$ cat src/rtl/acs_surv_if.sv
// ---------------------------------------------------------------------------
// acs_surv_if
// Bundles the symbol handshake and the traceback-side bus of the
// add-compare-select / survivor store block.
//
// Signals:
//   sym_valid      upstream -> block   received symbol valid
//   sym_in[1:0]    upstream -> block   received symbol {c0,c1}
//   sym_ready      block -> upstream   block accepts a symbol this cycle
//   tb_done        traceback -> block  traceback finished with the block
//   en_tbck        block -> traceback  traceback enable
//   bck_prv_st_xx  block -> traceback  survivor predecessor of state xx
//   sel_node       block -> traceback  traceback start state
//   pm_min         block -> traceback  final metric of sel_node
//   busy           block -> anyone     block in progress
//
// Modports: master = upstream/traceback side, slave = acs_surv.
// ---------------------------------------------------------------------------
interface acs_surv_if #(
    parameter int PM_W = 8
);
    logic            sym_valid;
    logic [1:0]      sym_in;
    logic            sym_ready;
    logic            tb_done;
    logic            en_tbck;
    logic [1:0]      bck_prv_st_00;
    logic [1:0]      bck_prv_st_01;
    logic [1:0]      bck_prv_st_10;
    logic [1:0]      bck_prv_st_11;
    logic [1:0]      sel_node;
    logic [PM_W-1:0] pm_min;
    logic            busy;

    modport master (
        output sym_valid,
        output sym_in,
        output tb_done,
        input  sym_ready,
        input  en_tbck,
        input  bck_prv_st_00,
        input  bck_prv_st_01,
        input  bck_prv_st_10,
        input  bck_prv_st_11,
        input  sel_node,
        input  pm_min,
        input  busy
    );

    modport slave (
        input  sym_valid,
        input  sym_in,
        input  tb_done,
        output sym_ready,
        output en_tbck,
        output bck_prv_st_00,
        output bck_prv_st_01,
        output bck_prv_st_10,
        output bck_prv_st_11,
        output sel_node,
        output pm_min,
        output busy
    );
endinterface

$ cat src/rtl/acs_surv.sv
// ---------------------------------------------------------------------------
// acs_surv
// Add-compare-select and survivor store for the K=3, rate-1/2, (7,5)-octal
// 4-state Viterbi decoder. Collects TB_LEN symbols per block, keeping path
// metrics and one survivor row per symbol, then streams the rows
// newest-first to the traceback decoder together with the best end state.
//
// Ports:
//   clk   rising-edge clock
//   rst   asynchronous reset, active-high
//   bus   acs_surv_if.slave: symbol handshake in, traceback bus out
//
// State encoding: s = {s1,s0}, s1 = newest input bit; input u moves s to
// {u,s1}. Code bits from state s with input u: c0 = u^s1^s0, c1 = u^s0.
// All outputs are registered.
// ---------------------------------------------------------------------------
module acs_surv #(
    parameter int TB_LEN = 8,
    parameter int PM_W   = 8
) (
    input  logic       clk,
    input  logic       rst,
    acs_surv_if.slave  bus
);

    localparam int CNT_W = (TB_LEN > 1) ? $clog2(TB_LEN) : 1;
    localparam logic [CNT_W-1:0] LAST_IDX = CNT_W'(TB_LEN - 1);
    localparam logic [CNT_W-1:0] ZERO_IDX = {CNT_W{1'b0}};
    localparam logic [CNT_W-1:0] ONE_IDX  = CNT_W'(1);
    localparam logic [PM_W-1:0]  PM_ZERO  = {PM_W{1'b0}};
    localparam logic [PM_W-1:0]  PM_MAX   = {PM_W{1'b1}};

    typedef enum logic [1:0] {
        ST_IDLE = 2'd0,
        ST_ACS  = 2'd1,
        ST_TBCK = 2'd2
    } state_t;

    // Hamming distance between the received symbol and the code bits the
    // encoder emits when leaving state pred with input u.
    function automatic logic [1:0] branch_metric(
        input logic [1:0] sym,
        input logic [1:0] pred,
        input logic       u
    );
        logic c0;
        logic c1;
        c0 = u ^ pred[1] ^ pred[0];
        c1 = u ^ pred[0];
        return {1'b0, sym[1] ^ c0} + {1'b0, sym[0] ^ c1};
    endfunction

    // Saturating add of a branch metric onto a path metric.
    function automatic logic [PM_W-1:0] sat_add(
        input logic [PM_W-1:0] a,
        input logic [1:0]      b
    );
        logic [PM_W:0] sum;
        sum = {1'b0, a} + {{(PM_W-1){1'b0}}, b};
        if (sum[PM_W]) begin
            return PM_MAX;
        end else begin
            return sum[PM_W-1:0];
        end
    endfunction

    // Registers
    state_t                      state_q, state_d;
    logic [CNT_W-1:0]            cnt_q, cnt_d;
    logic [CNT_W-1:0]            r_q, r_d;
    logic [3:0][PM_W-1:0]        pm_q, pm_d;
    logic [7:0]                  rows_q [TB_LEN];
    logic [1:0]                  sel_q, sel_d;
    logic [PM_W-1:0]             pm_min_q, pm_min_d;
    logic                        en_q, en_d;
    logic [7:0]                  bck_q, bck_d;
    logic                        ready_q, ready_d;
    logic                        busy_q, busy_d;

    // Combinational helpers
    logic                        accept_s;
    logic                        last_s;
    logic [3:0][PM_W-1:0]        pm_src_s;
    logic [3:0][PM_W-1:0]        pm_new_s;
    logic [7:0]                  row_new_s;
    logic [CNT_W-1:0]            wr_idx_s;
    logic [1:0]                  best_idx_s;
    logic [PM_W-1:0]             best_pm_s;

    // ready_q always mirrors "state is not TBCK", so it doubles as the accept gate.
    assign accept_s = bus.sym_valid & ready_q;
    assign last_s   = (state_q == ST_ACS) && (cnt_q == LAST_IDX);
    assign wr_idx_s = (state_q == ST_IDLE) ? ZERO_IDX : cnt_q;

    // Add-compare-select: new metrics and survivor row for the current symbol.
    always_comb begin
        pm_src_s  = pm_q;
        pm_new_s  = pm_q;
        row_new_s = 8'h00;
        // A block always starts from the known encoder state 00.
        if (state_q == ST_IDLE) begin
            pm_src_s[0] = PM_ZERO;
            pm_src_s[1] = PM_MAX;
            pm_src_s[2] = PM_MAX;
            pm_src_s[3] = PM_MAX;
        end else begin
            pm_src_s = pm_q;
        end
        for (int ns = 0; ns < 4; ns++) begin
            logic [1:0]      ns_v;
            logic [1:0]      p0;
            logic [1:0]      p1;
            logic [PM_W-1:0] cand0;
            logic [PM_W-1:0] cand1;
            ns_v  = 2'(ns);
            p0    = {ns_v[0], 1'b0};
            p1    = {ns_v[0], 1'b1};
            cand0 = sat_add(pm_src_s[p0], branch_metric(bus.sym_in, p0, ns_v[1]));
            cand1 = sat_add(pm_src_s[p1], branch_metric(bus.sym_in, p1, ns_v[1]));
            // Strict compare: a tie keeps the predecessor with s0=0.
            if (cand1 < cand0) begin
                pm_new_s[ns]        = cand1;
                row_new_s[2*ns +: 2] = p1;
            end else begin
                pm_new_s[ns]        = cand0;
                row_new_s[2*ns +: 2] = p0;
            end
        end
    end

    // Best end state among the freshly computed metrics, lowest index on tie.
    always_comb begin
        best_idx_s = 2'd0;
        best_pm_s  = pm_new_s[0];
        for (int i = 1; i < 4; i++) begin
            if (pm_new_s[i] < best_pm_s) begin
                best_idx_s = 2'(i);
                best_pm_s  = pm_new_s[i];
            end else begin
                best_idx_s = best_idx_s;
                best_pm_s  = best_pm_s;
            end
        end
    end

    // Next-state logic of the block FSM.
    always_comb begin
        state_d = state_q;
        case (state_q)
            ST_IDLE: begin
                if (accept_s) begin
                    state_d = ST_ACS;
                end else begin
                    state_d = ST_IDLE;
                end
            end
            ST_ACS: begin
                if (accept_s && last_s) begin
                    state_d = ST_TBCK;
                end else begin
                    state_d = ST_ACS;
                end
            end
            ST_TBCK: begin
                if (bus.tb_done) begin
                    state_d = ST_IDLE;
                end else begin
                    state_d = ST_TBCK;
                end
            end
            default: begin
                state_d = ST_IDLE;
            end
        endcase
    end

    // Next values of counters, metrics, results and registered outputs.
    always_comb begin
        cnt_d    = cnt_q;
        r_d      = r_q;
        pm_d     = pm_q;
        sel_d    = sel_q;
        pm_min_d = pm_min_q;

        if (accept_s) begin
            pm_d = pm_new_s;
            if (state_q == ST_IDLE) begin
                cnt_d = ONE_IDX;
            end else if (last_s) begin
                cnt_d    = ZERO_IDX;
                r_d      = LAST_IDX;
                sel_d    = best_idx_s;
                pm_min_d = best_pm_s;
            end else begin
                cnt_d = cnt_q + ONE_IDX;
            end
        end else if (state_q == ST_TBCK) begin
            // Walk rows newest-first, then park on row 0 until tb_done.
            if (r_q != ZERO_IDX) begin
                r_d = r_q - ONE_IDX;
            end else begin
                r_d = ZERO_IDX;
            end
        end else begin
            r_d = r_q;
        end

        en_d = (state_q == ST_TBCK) && !bus.tb_done;
        if (en_d) begin
            bck_d = rows_q[r_q];
        end else begin
            bck_d = 8'h00;
        end

        ready_d = (state_d != ST_TBCK);
        busy_d  = (state_d != ST_IDLE);
    end

    // State, control and output registers.
    always_ff @(posedge clk or posedge rst) begin
        if (rst) begin
            state_q  <= ST_IDLE;
            cnt_q    <= ZERO_IDX;
            r_q      <= ZERO_IDX;
            pm_q[0]  <= PM_ZERO;
            pm_q[1]  <= PM_MAX;
            pm_q[2]  <= PM_MAX;
            pm_q[3]  <= PM_MAX;
            sel_q    <= 2'd0;
            pm_min_q <= PM_ZERO;
            en_q     <= 1'b0;
            bck_q    <= 8'h00;
            ready_q  <= 1'b1;
            busy_q   <= 1'b0;
        end else begin
            state_q  <= state_d;
            cnt_q    <= cnt_d;
            r_q      <= r_d;
            pm_q     <= pm_d;
            sel_q    <= sel_d;
            pm_min_q <= pm_min_d;
            en_q     <= en_d;
            bck_q    <= bck_d;
            ready_q  <= ready_d;
            busy_q   <= busy_d;
        end
    end

    // Survivor row store, one row written per accepted symbol.
    always_ff @(posedge clk or posedge rst) begin
        if (rst) begin
            for (int k = 0; k < TB_LEN; k++) begin
                rows_q[k] <= 8'h00;
            end
        end else if (accept_s) begin
            rows_q[wr_idx_s] <= row_new_s;
        end else begin
            rows_q[wr_idx_s] <= rows_q[wr_idx_s];
        end
    end

    assign bus.sym_ready     = ready_q;
    assign bus.en_tbck       = en_q;
    assign bus.bck_prv_st_00 = bck_q[1:0];
    assign bus.bck_prv_st_01 = bck_q[3:2];
    assign bus.bck_prv_st_10 = bck_q[5:4];
    assign bus.bck_prv_st_11 = bck_q[7:6];
    assign bus.sel_node      = sel_q;
    assign bus.pm_min        = pm_min_q;
    assign bus.busy          = busy_q;

endmodule
$ cat src/flat_wrapper.sv
// flat-port wrapper written by rule: the top's interface ports become plain ports
module acs_surv_flat 
#(
    parameter int TB_LEN = 8,
    parameter int PM_W   = 8
)
  (clk, rst, bus_sym_valid, bus_sym_in, bus_tb_done, bus_sym_ready, bus_en_tbck, bus_bck_prv_st_00, bus_bck_prv_st_01, bus_bck_prv_st_10, bus_bck_prv_st_11, bus_sel_node, bus_pm_min, bus_busy);
  acs_surv_if #(.PM_W(PM_W)) bus_i ();
  input  logic clk;
  input  logic rst;
  input wire logic [$bits(bus_i.sym_valid)-1:0] bus_sym_valid;
  input wire logic [$bits(bus_i.sym_in)-1:0] bus_sym_in;
  input wire logic [$bits(bus_i.tb_done)-1:0] bus_tb_done;
  output wire logic [$bits(bus_i.sym_ready)-1:0] bus_sym_ready;
  output wire logic [$bits(bus_i.en_tbck)-1:0] bus_en_tbck;
  output wire logic [$bits(bus_i.bck_prv_st_00)-1:0] bus_bck_prv_st_00;
  output wire logic [$bits(bus_i.bck_prv_st_01)-1:0] bus_bck_prv_st_01;
  output wire logic [$bits(bus_i.bck_prv_st_10)-1:0] bus_bck_prv_st_10;
  output wire logic [$bits(bus_i.bck_prv_st_11)-1:0] bus_bck_prv_st_11;
  output wire logic [$bits(bus_i.sel_node)-1:0] bus_sel_node;
  output wire logic [$bits(bus_i.pm_min)-1:0] bus_pm_min;
  output wire logic [$bits(bus_i.busy)-1:0] bus_busy;
  assign bus_i.sym_valid = bus_sym_valid;
  assign bus_i.sym_in = bus_sym_in;
  assign bus_i.tb_done = bus_tb_done;
  assign bus_sym_ready = bus_i.sym_ready;
  assign bus_en_tbck = bus_i.en_tbck;
  assign bus_bck_prv_st_00 = bus_i.bck_prv_st_00;
  assign bus_bck_prv_st_01 = bus_i.bck_prv_st_01;
  assign bus_bck_prv_st_10 = bus_i.bck_prv_st_10;
  assign bus_bck_prv_st_11 = bus_i.bck_prv_st_11;
  assign bus_sel_node = bus_i.sel_node;
  assign bus_pm_min = bus_i.pm_min;
  assign bus_busy = bus_i.busy;
  acs_surv #(.TB_LEN(TB_LEN), .PM_W(PM_W)) u_core (.clk(clk), .rst(rst), .bus(bus_i));
endmodule
$ cat config.mk
export PLATFORM = sky130hd
export DESIGN_NAME = acs_surv_flat
export DESIGN_NICKNAME = d
export VERILOG_FILES = /design/src/rtl/acs_surv_if.sv /design/src/rtl/acs_surv.sv /design/src/flat_wrapper.sv
export SDC_FILE = /design/constraint.sdc
export NUM_CORES = 1
export LEC_CHECK = 0
export ABC_AREA = 1
export CAP_MARGIN = 20
export CORE_MARGIN = 2
export CORE_UTILIZATION = 50
export DETAILED_ROUTE_END_ITERATION = 8
export PLACE_DENSITY = 0.67
export SETUP_SLACK_MARGIN = 0.05
export SLEW_MARGIN = 0
export SYNTH_ARGS = -nofsm -noshare
export SYNTH_HDL_FRONTEND = slang
export SYNTH_SLANG_ARGS = --single-unit
$ cat constraint.sdc
create_clock -name clk -period 10.24 [get_ports clk]
set_clock_uncertainty 0.1 [all_clocks]
set_input_delay 2.048 -clock clk [delete_from_list [all_inputs] [get_ports clk]]
set_output_delay 2.048 -clock clk [all_outputs]
set_load 0.01 [all_outputs]
==> results.cfg, run 1 <==
[synth]
yosys_warnings = 0
synth-seq-cells = 125
synth-simple-area-share_pct = 26.1
ys_types = 53
synth_top_family_by_area = simple AND/OR/NAND/NOR gates
synthesis.nets = 1412
synthArstFlopShare_pct = 100
synth_fa_ha_area_share_pct = 10.0
synthMuxAreaShare_pct = 0.119
syn_area_mm2 = 0.00943
synth_compound_area_share_pct = 19.6
synth_flop_cell = dfrtp_1
avgSynthCellArea_um2 = 7.07
ys_seq_area_share_pct = 33.5
synth_cells = 1333
synth-xor-area-share_pct = 0.929
synth-edff-count = 0

[route]
viasPerCell = 5.64
met3WireLength_um = 1960
wl_um = 27500
drt-initial-drc-count = 865
wl_met2_um = 11900
first_pass_iters = 5
postRouteAntennaNets = 0
wl_per_cell_um = 17.2
routed.top_layer = met4
drc = 0
wl_met1_um = 12900
via_count = 9031

[clock_network]
post_cts_buffers = 0
clock_path_buffers = 2
insertion_delay_ns = 0.43
cts.sinks = 125
path_clk_slew_ns = 0.07
clockRootBuffer = clkbuf_16
htree_levels = 4
cts_tree = yes
hold_buffers = 0
cts_buffers = 17
post_cts_resized = 0

[sta]
grt_setup_unrepaired = false
fin_crit_ns = 9.58
fmax_mhz = 104
tns_ns = 0
slew_headroom_pct = 32.6
setup_viol = 0
slew_violations = 0
period_share_pct = 93.6
worst-slew-pin-transition_ns = 1.01
hold_viol_final = 0

[status]
status = finished clean

[die]
core.rowCount = 50
start_util_pct = 50.7
ioPinCount = 27
die_h_um = 141
die_w_um = 141
dieArea_mm2 = 0.0200
core_mm2 = 0.0186

[grt]
grt_overflow = 0
antenna_found_initial = 0
track_usage_pct = 28.7
first_global_vias = 8564
grt_start_max_net_pins = 78
grt_first_pass_wirelength_um = 44900

[worst_setup_path]
cp-start-kind = input port
path_buf_inv = 7
cp_max_fo = 16
cp_data_arrival_time_ns = 9.84
worstSetupPathType = in2reg
cpPeakStageDelay_ns = 0.54
cp_slowest_cell = clkdlybuf4s50_1
required_ns = 10.50
cpLargestDelayFamily = compound AO/OA/AOI/OAI gates
cpMostUsedCell = ha_1
end_kind = flop

[final_layout]
drive_gt1_share_pct = 10.7
layout_common_cells = 282 x nand2_1, 184 x inv_1, 165 x o21ai_0, 118 x nor2_1, 100 x dfrtp_1
synthToLayoutAreaGrowth_pct = 11.9
final_nets = 1434
layout.cells.most_common = nand2_1
n_antenna_cell = 0

[job]
cap_violations = 0

[worst_hold_path]
worstHoldPathType = reg2reg

[placed_design]
finalWeightedCongestion = 0.937
post-dp-hpwl_um = 19800
io_buffers = 26
-- through the flow --
stage                     util (%)  hold slack [ns]  instance area (um2)  worst slack (ns)  cells
after CTS                     56.6            0.372                10500             0.768   1601
after global routing          56.7            0.387                10500            0.0885   1602
after floorplan                  -            0.348                 9430              1.40   1333
after detailed placement      53.4            0.360                 9920             0.351   1569
after global placement        53.4            0.358                 9910             0.640   1568
final                         56.7            0.371                10500             0.658   1602
-- registers in the layout (all words and copies together) (netlist names), 2 cells and up --
register	flops
u_core.bck_q	8
u_core.bus.pm_min	8
u_core.bus.sel_node	2
u_core.cnt_q	3
u_core.pm_q	32
u_core.r_q	3
u_core.rows_q	64
u_core.state_q	2
-- layer usage --
layer | GRT usage (%) | up-vias
met5 | 0 | -
met4 | 9.84 | 0
met3 | 5.03 | 53
met2 | 44.5 | 345
met1 | 40.6 | 4152
li1 | - | 4481
-- synth_stat cells (10+ instances only) --
| master | number | area (um2) |
|---|---|---|
| nand2_1 | 283 | 1060 |
| or2_2 | 10 | 62.6 |
| nand3_1 | 84 | 420 |
| o22ai_1 | 32 | 200 |
| nor2_2 | 10 | 62.6 |
| clkbuf_1 | 33 | 124 |
| inv_1 | 185 | 694 |
| dfstp_2 | 25 | 657 |
| dfrtp_1 | 100 | 2500 |
| o21ai_0 | 165 | 826 |
| a21oi_1 | 68 | 340 |
| ha_1 | 69 | 863 |
| nor2_1 | 118 | 443 |
| a22oi_1 | 11 | 82.6 |
| nand2_2 | 25 | 156 |
-- final timing paths --
path                       slack [ns]                         from                          endpoint  cells after the start
max                              0.66                bus_sym_in[0]  u_core.bus.pm_min[2]$_DFFE_PP0P_                     39
min                              0.37   u_core.pm_q[9]$_DFFE_PP1P_        u_core.pm_q[9]$_DFFE_PP1P_                      2
max reg2reg                      1.87  u_core.state_q[0]$_DFF_PP0_  u_core.bus.pm_min[2]$_DFFE_PP0P_                     37
min reg2reg                      0.37   u_core.pm_q[9]$_DFFE_PP1P_        u_core.pm_q[9]$_DFFE_PP1P_                      2
max in group asynchronous        6.95                          rst       u_core.pm_q[16]$_DFFE_PP1P_                      4
min in group asynchronous        1.96                          rst         u_core.bck_q[3]$_DFF_PP0_                      2
-- final cells by class --
class / instances / area [um2]
clock inverter: 15 / 171
timing repair buffer: 44 / 413
multi-input combinational: 972 / 5350
inverter: 195 / 734
sequential: 125 / 3160
fill: 1767 / 8040
clock buffer: 17 / 425
tap: 234 / 293
-- worst register-to-register path: cells and delay by family, from the launching register on --
| kind | cells | cell delay [ns] |
|---|---|---|
| compound gates | 12 | 2.86 |
| fa+ha+maj | 5 | 1.52 |
| buf+inv | 4 | 0.87 |
| flops | 1 | 0.54 |
| simple gates | 16 | 2.40 |
-- cells by family after synthesis --
| logic type | after synthesis |
|---|---|
| and+or+nand+nor | 560 |
| AOI/OAI and AO/OA | 328 |
| buffers and inverters | 236 |
| DFF | 125 |
| adders and majority gates | 73 |
| xor gates and xnor gates | 10 |
| muxes | 1 |
Power of run 1 is left out: the tool's default activity adds up to more than one toggle a clock period on the data nets, which glitch-free logic cannot reach.
==> run 2, diff against run 1 <==
--- a/config.mk
+++ b/config.mk
@@ -9,9 +9,11 @@
 export CAP_MARGIN = 20
 export CORE_MARGIN = 2
 export CORE_UTILIZATION = 50
+export CTS_CLUSTER_SIZE = 14
 export DETAILED_ROUTE_END_ITERATION = 8
-export PLACE_DENSITY = 0.67
+export PLACE_DENSITY = 0.76
 export SETUP_SLACK_MARGIN = 0.05
+export SKIP_LAST_GASP = 1
 export SLEW_MARGIN = 0
 export SYNTH_ARGS = -nofsm -noshare
 export SYNTH_HDL_FRONTEND = slang
==> results.cfg, run 2 (synthesis results as in run 1) <==
[die]
ioPinCount = 27
die_h_um = 141
core_mm2 = 0.0186
dieArea_mm2 = 0.0200
start_util_pct = 50.7
core.rowCount = 50
die_w_um = 141

[sta]
period_share_pct = 92.8
fin_crit_ns = 9.50
worst-slew-pin-transition_ns = 1.15
grt_setup_unrepaired = false
setup_viol = 0
tns_ns = 0
slew_violations = 0
fmax_mhz = 105
slew_headroom_pct = 23.2
hold_viol_final = 0

[clock_network]
path_clk_slew_ns = 0.06
htree_levels = 4
cts.sinks = 125
clockRootBuffer = clkbuf_16
insertion_delay_ns = 0.43
hold_buffers = 0
post_cts_resized = 0
clock_path_buffers = 2
cts_tree = yes
post_cts_buffers = 0
cts_buffers = 17

[worst_setup_path]
cp-start-kind = input port
rrSetupSlack_ns = 2.12
cpMostUsedCell = ha_1
worstSetupPathType = in2reg
end_kind = flop
cp_slowest_cell = clkdlybuf4s50_1
cp_max_fo = 16
cp_data_arrival_time_ns = 9.76
cpPeakStageDelay_ns = 0.54
cpLargestDelayFamily = compound AO/OA/AOI/OAI gates
required_ns = 10.50
path_buf_inv = 6

[route]
via_count = 9180
wl_um = 27000
wl_per_cell_um = 16.9
viasPerCell = 5.74
drc = 0
drt-initial-drc-count = 872
postRouteAntennaNets = 0
first_pass_iters = 6

[final_layout]
top_register = u_core.rows_q
top_regs = u_core.rows_q: 64 flops, u_core.pm_q: 32 flops
n_antenna_cell = 0
multi_input_area_mm2 = 0.00535
ff_latch_area_mm2 = 0.00316
synthToLayoutAreaGrowth_pct = 11.2
drive_gt1_share_pct = 10.4
layout_common_cells = 282 x nand2_1, 184 x inv_1, 165 x o21ai_0, 118 x nor2_1, 100 x dfrtp_1
fillers = 1733
largest_reg_flops = 64
final_nets = 1430
layout.cells.most_common = nand2_1

[grt]
grt_overflow = 0
grt_start_max_net_pins = 76
grt_first_pass_wirelength_um = 44000
antenna_found_initial = 0
track_usage_pct = 27.8
first_global_vias = 8738

[job]
cap_violations = 0

[placed_design]
post-dp-hpwl_um = 19200
io_buffers = 26
finalWeightedCongestion = 0.924

[worst_hold_path]
worstHoldPathType = reg2reg

[status]
status = finished clean
==> run 2: final cells by class <==
| cell class | instances | area share, % |
|---|---|---|
| clock inverter | 14 | 1.17 |
| clock buffer | 18 | 4.19 |
| tap | 234 | 2.79 |
| inverter | 195 | 7.01 |
| multi-input combinational | 972 | 51.0 |
| sequential | 125 | 30.1 |
| timing repair buffer | 40 | 3.65 |
==> run 2: tightest hold or removal path, delay by kind of cell, from the launching register on <==
family	cells	cell delay (ns)
DFF	1	0.37
and+or+nand+nor	2	0.10
==> run 2: metrics by stage <==
stage | instance area (um2) | instances | worst slack, ns | utilization (%) | hold slack [ns]
3_3_place_gp | 9880 | 1564 | 0.715 | 53.2 | 0.356
6_report | 10500 | 1598 | 0.737 | 56.4 | 0.368
2_1_floorplan | 9430 | 1333 | 1.40 | - | 0.348
5_1_grt | 10500 | 1598 | 0.110 | 56.4 | 0.389
4_1_cts | 10400 | 1596 | 0.848 | 56.2 | 0.372
3_5_place_dp | 9880 | 1564 | 0.400 | 53.2 | 0.360
==> run 2: per-layer routing <==
layer  routed length [um]  up-vias  part of all wire (%)  GRT usage (%)
met2                11700      441                    43           42.2
met5                    0        -                     0              0
met4                  893        0                   3.3           10.9
met3                 2580       78                   9.6           6.65
li1                     -     4461                     -              -
met1                11900     4200                    44           38.5
==> run 2: worst paths after layout <==
path,depth (start not counted),from,to
max,39,bus_sym_in[0],u_core.bus.pm_min[3]$_DFFE_PP0P_
min,2,u_core.pm_q[9]$_DFFE_PP1P_,u_core.pm_q[9]$_DFFE_PP1P_
max reg2reg,40,u_core.state_q[0]$_DFF_PP0_,u_core.bus.pm_min[3]$_DFFE_PP0P_
min reg2reg,2,u_core.pm_q[9]$_DFFE_PP1P_,u_core.pm_q[9]$_DFFE_PP1P_
max in group asynchronous,3,rst,u_core.bus.pm_min[0]$_DFFE_PP0P_
min in group asynchronous,2,rst,u_core.bck_q[3]$_DFF_PP0_
Power of run 2 is left out for the same reason.
